**config.mk**
```make
export PLATFORM = sky130hd
export DESIGN_NAME = uart_tx_fifo
export DESIGN_NICKNAME = d
export VERILOG_FILES = /design/src/rtl/uart_tx_fifo.sv
export SDC_FILE = /design/constraint.sdc
export NUM_CORES = 1
export LEC_CHECK = 0
export CAP_MARGIN = 5
export CORE_MARGIN = 5
export CORE_UTILIZATION = 35
export CTS_BUF_LIST = sky130_fd_sc_hd__clkbuf_4 sky130_fd_sc_hd__clkbuf_8 sky130_fd_sc_hd__clkbuf_16
export CTS_CLUSTER_SIZE = 40
export DETAILED_ROUTE_END_ITERATION = 10
export DONT_BUFFER_PORTS = 1
export GPL_TIMING_DRIVEN = 0
export SLEW_MARGIN = 20
export SYNTH_ARGS = -nofsm -noshare
export SYNTH_HDL_FRONTEND = slang
export SYNTH_SLANG_ARGS = --single-unit
```
**constraint.sdc**
```tcl
create_clock -name clk -period 2.6 [get_ports clk]
set_input_delay 0.26 -clock clk [delete_from_list [all_inputs] [get_ports clk]]
set_output_delay 0.26 -clock clk [all_outputs]
set_load 0.02 [all_outputs]
```
**src/rtl/uart_tx_fifo.sv**
```systemverilog
// Buffered UART transmitter: byte FIFO feeding a start/8-data/stop-bit serialiser.
// Back-to-back frames chain straight from the last stop cycle into the next start bit.
module uart_tx_fifo #(
    parameter int BIT_WIDTH     = 11,
    parameter int BAUD_RATE     = 230400,
    parameter int CLOCK_FREQ_HZ = 100000000,
    parameter int FIFO_DEPTH    = 4
) (
    input  logic                          clk,
    input  logic                          rst,
    input  logic                          send,
    input  logic [7:0]                    tx_data,
    output logic                          ready,
    output logic                          overflow,
    output logic                          busy,
    output logic [$clog2(FIFO_DEPTH):0]   fifo_count,
    output logic                          tx
);
    localparam int CLKS_PER_BIT = CLOCK_FREQ_HZ / BAUD_RATE;
    localparam int STOP_BITS    = BIT_WIDTH - 9;
    localparam int PTR_W        = $clog2(FIFO_DEPTH);
    localparam int CNT_W        = PTR_W + 1;
    localparam int BAUD_W       = $clog2(CLKS_PER_BIT);
    localparam logic [BAUD_W-1:0] BAUD_LAST = BAUD_W'(CLKS_PER_BIT - 1);
    localparam logic [2:0]        STOP_LAST = 3'(STOP_BITS - 1);

    typedef enum logic [1:0] {IDLE, START, DATA, STOP} state_t;

    state_t             state_q, state_d;
    logic [BAUD_W-1:0]  baud_q, baud_d;
    logic [2:0]         bit_q, bit_d;
    logic [7:0]         shift_q, shift_d;
    logic               tx_q, tx_d;
    logic               ovf_q, ovf_d;
    logic [PTR_W-1:0]   wr_ptr_q, wr_ptr_d, rd_ptr_q, rd_ptr_d;
    logic [CNT_W-1:0]   count_q, count_d;
    logic [7:0]         mem_q [FIFO_DEPTH];
    logic [7:0]         mem_d [FIFO_DEPTH];

    logic wr, pop, baud_done, frame_end;

    assign ready      = count_q < CNT_W'(FIFO_DEPTH);
    assign overflow   = ovf_q;
    assign busy       = (state_q != IDLE) || (count_q != '0);
    assign fifo_count = count_q;
    assign tx         = tx_q;

    always_comb begin
        // Room is judged on the registered count only, so a same-cycle pop never admits a write.
        wr        = send && ready;
        baud_done = (baud_q == BAUD_LAST);
        frame_end = (state_q == STOP) && baud_done && (bit_q == STOP_LAST);
        pop       = (count_q != '0) && ((state_q == IDLE) || frame_end);

        mem_d    = mem_q;
        wr_ptr_d = wr_ptr_q;
        rd_ptr_d = rd_ptr_q;
        ovf_d    = send && !ready;
        count_d  = count_q + CNT_W'(wr) - CNT_W'(pop);
        if (wr) begin
            mem_d[wr_ptr_q] = tx_data;
            wr_ptr_d        = wr_ptr_q + PTR_W'(1);
        end
        if (pop) rd_ptr_d = rd_ptr_q + PTR_W'(1);

        state_d = state_q;
        bit_d   = bit_q;
        shift_d = shift_q;
        tx_d    = tx_q;
        baud_d  = (state_q == IDLE || baud_done) ? '0 : baud_q + BAUD_W'(1);
        case (state_q)
            IDLE: tx_d = 1'b1;
            START: if (baud_done) begin
                state_d = DATA;
                bit_d   = 3'd0;
                tx_d    = shift_q[0];
            end
            DATA: if (baud_done) begin
                if (bit_q == 3'd7) begin
                    state_d = STOP;
                    bit_d   = 3'd0;
                    tx_d    = 1'b1;
                end else begin
                    bit_d   = bit_q + 3'd1;
                    shift_d = shift_q >> 1;
                    tx_d    = shift_q[1];
                end
            end
            STOP: if (baud_done) begin
                if (bit_q == STOP_LAST) state_d = IDLE;
                else                    bit_d   = bit_q + 3'd1;
            end
            default: state_d = IDLE;
        endcase

        if (pop) begin
            state_d = START;
            shift_d = mem_q[rd_ptr_q];
            tx_d    = 1'b0;
            baud_d  = '0;
            bit_d   = 3'd0;
        end
    end

    always_ff @(posedge clk or posedge rst) begin
        if (rst) begin
            state_q  <= IDLE;
            baud_q   <= '0;
            bit_q    <= '0;
            shift_q  <= '0;
            tx_q     <= 1'b1;
            ovf_q    <= 1'b0;
            wr_ptr_q <= '0;
            rd_ptr_q <= '0;
            count_q  <= '0;
            mem_q    <= '{default: '0};
        end else begin
            state_q  <= state_d;
            baud_q   <= baud_d;
            bit_q    <= bit_d;
            shift_q  <= shift_d;
            tx_q     <= tx_d;
            ovf_q    <= ovf_d;
            wr_ptr_q <= wr_ptr_d;
            rd_ptr_q <= rd_ptr_d;
            count_q  <= count_d;
            mem_q    <= mem_d;
        end
    end
endmodule

```
==> impl_metrics.ini <==
[outcome]
outcome = finished clean

[logic_synthesis]
yosys_warnings = 0
synth_compound_area_share_pct = 4.897
synth_mux_area_share_pct = 23.03
syn_avg_cell_area_um2 = 13.26
async_flop_share_pct = 100.0
synth_top_family_by_area = multiplexers
yosys.area_share.xor_xnor_pct = 3.318
synth_area_mm2 = 0.003168
synth_cells = 239
ys_types = 40
synth_edf_count = 0
synth_ff_type = dfrtp_1
synth_seq_cells = 63
synthAdderAreaFrac_pct = 6.951
syn_nets = 267
seq_area_frac_synth_pct = 49.80
synth-simple-area-share_pct = 9.123

[cells_and_area]
stdcell_count = 369
antenna_cells = 0
area_delta_synth_final_pct = 13.90
final_cell_mix = dfrtp_1 (62), mux2_2 (47), ha_1 (15), inv_1 (13), nor2_1 (12)
final_common_cell = dfrtp_1
utilization_pct = 41.18
nets = 284
drive_above_1_share_pct = 34.48

[drt]
wl_um = 5593
vias = 1825
viasPerCell = 4.946
route.detailed.drc = 0
drt_iter0_markers = 55
wire_per_inst_um = 15.16
drtPass1Iterations = 4
postRouteAntennaNets = 0

[critical_path]
critPathBufInv = 2
worst_path_max_delay_cell = dfrtp_1
worstSetupEndpointType = register
reg2reg_depth = 11
cp_cell_sequence = ha_2 > and3b_1 > a31oi_4 > nor2_4 > ha_1 > inv_1 > ha_1 > inv_1 > fa_1 > xnor2_1 > xnor2_1
r2r_slack_ns = 0.08
cpLargestDelayFamily = adder cells
cp_num_cells = 11
crit_start = state_q[0]$_DFFE_PP0P_
cpPeakStageDelay_ns = 0.43
r2r_start = state_q[0]$_DFFE_PP0P_
cp_max_fo = 6
reg2reg_to = fifo_count[2]$_DFF_PP0_
crit_type = register to register
start_kind = register
crit_arrival_ns = 2.74
worst_ep_required_time_ns = 2.82
crit_end = fifo_count[2]$_DFF_PP0_

[clock_tree]
root_buffer = clkbuf_8
cts_made_buffers = 9
cts_max_level = 3
clock-sinks = 63
clock_path_buffers = 2
cts_tree = built
insertion_delay_ns = 0.35
path_clk_slew_ns = 0.08

[global_route]
grt_use_met2_pct = 18.35
grt-ovfl-total = 0
grt_use_total_pct = 11.26
grt_max_degree = 49
grt_util_met1_pct = 13.45
antenna_found_initial = 0
grt_pass1_vias = 2019
busiest_layer = met2
grt_pass1_wl_um = 9867
grtUsageMet3_pct = 3.514

[floorplan]
die_h_um = 105.1
dieArea_mm2 = 0.01105
core_area_mm2 = 0.008763
die_w_um = 105.1
ios = 18
initial_core_util_pct = 36.15
rows = 34

[placed_design]
post-place-ws_ns = -0.2133
place_hpwl_um = 3878
dp_cells = 348
gp_congestion = 0.7278
port_buffers = 0

[power]
internal_power_mw = 2.983
power_leakage_nw = 1.586
pwr-share-seq_pct = 38.7
clkPwrFrac_pct = 21.6
power_density_mw_per_mm2 = 1256
switching_share_pct = 34.21
p_switching_mw = 1.551
peakVddDrop_uv = 551.1
p_comb_share_pct = 39.7

[sta]
slew_headroom_pct = 58.68
fin_crit_ns = 2.518
slew_viol_final = 0
finalSetupViolations = 0
fin_crit_sh_pct = 96.84
tightest_slew_ns = 0.6198
max_freq_ghz = 0.3972
hold_viol = 0
finalWorstSetupSlack_ns = 0.08214
fin_skew_ns = 0.008286

[hold_path]
min_path_type = input pin to register

[run]
drv_cap = 0
[flip-flops by register name, indices dropped and copies added, names as in the netlist]
signal      flops
state_q         2
fifo_count      3
overflow        1
wr_ptr_q        2
shift_q         8
tx              1
bit_q           3
rd_ptr_q        2
mem_q          32
baud_q          9
[cell usage after synthesis (2+ instances only)]
cell type | instances | area share, %
a21oi_1 | 5 | 0.79
a22oi_1 | 2 | 0.47
buf_6 | 2 | 0.71
clkbuf_1 | 3 | 0.36
dfrtp_1 | 62 | 49
ha_1 | 16 | 6.3
inv_1 | 14 | 1.7
mux2_2 | 47 | 17
mux2i_1 | 2 | 0.63
mux4_2 | 8 | 5.7
nand2_1 | 10 | 1.2
nand2b_1 | 3 | 0.59
nand3_1 | 3 | 0.47
nor2_1 | 12 | 1.4
nor2b_1 | 3 | 0.59
nor3_1 | 4 | 0.63
o21ai_0 | 7 | 1.1
o21bai_1 | 2 | 0.47
or3_1 | 2 | 0.39
or4_1 | 2 | 0.47
xnor2_1 | 8 | 2.2
xor2_1 | 4 | 1.1
[worst reg2reg max path, cell delays in order, from the launching register on]
cell and delay (ns):
dfrtp_1 0.43, ha_2 0.26, and3b_1 0.23, a31oi_4 0.24, nor2_4 0.07, ha_1 0.28
inv_1 0.06, ha_1 0.13, inv_1 0.05, fa_1 0.37, xnor2_1 0.15, xnor2_1 0.14
[through the flow]
step	total power, mW	cell area [um2]	setup TNS, ns	hold slack, ns
global route	4.897	3608	-0.005548	0.02653
finish	4.534	3608	0	0.04986
CTS	4.591	3601	0	0.03223
floorplan	3.169	3171	0	0.3886
detailed placement	3.549	3336	-0.2488	0.08183
global placement	3.479	3306	-0.7840	0.3901
[how the worst min path moves through the flow]
stage | from | depth (start not counted) | slack (ns) | end
2_1_floorplan | send | 1 | 0.39 | overflow$_DFF_PP0_
3_3_place_gp | send | 1 | 0.39 | overflow$_DFF_PP0_
3_5_place_dp | rst | 1 | 0.08 | wr_ptr_q[0]$_DFFE_PP0P_
4_1_cts | send | 1 | 0.03 | overflow$_DFF_PP0_
5_1_grt | send | 1 | 0.03 | overflow$_DFF_PP0_
6_report | send | 1 | 0.05 | overflow$_DFF_PP0_
[repair_timing]
item / CTS / global route
setup endpoints to repair: 2 / 1
hold buffers: 1 / 0
pin swaps: 2 / 1
setup buffers: 4 / 1
hold endpoints to repair: 21 / 0
resized for setup: 2 / 0
[kinds of logic after synthesis]
logic type	after synthesis
flip-flops	63
multiplexers	57
AND/OR/NAND/NOR	50
AO/OA/AOI/OAI	20
buffers and inverters	20
adder cells (fa/ha/maj)	17
XOR/XNOR	12
[final cells by class]
type	count	area, um2
inverter	14	55.05
buffer	5	27.53
tap	108	135.1
sequential	63	1578
clock buffer	9	123.9
fill	835	5155
multi-input combinational	156	1511
timing repair buffer	7	75.07
clock inverter	7	102.6
[power by group through the flow]
stage / sequential [mW] / clock [mW] / combinational (mW)
2_1_floorplan: 1.69 / 0 / 1.48
3_3_place_gp: 1.76 / 0 / 1.72
3_5_place_dp: 1.78 / 0 / 1.76
4_1_cts: 1.76 / 1.01 / 1.82
5_1_grt: 1.81 / 1.05 / 2.03
6_report: 1.75 / 0.981 / 1.80
[routing by layer]
layer,up-vias,wire (um)
li1,882,-
met1,913,2416
met2,18,2838
met3,12,223
met4,0,114
met5,-,0
(Power assumes the default switching activity.)
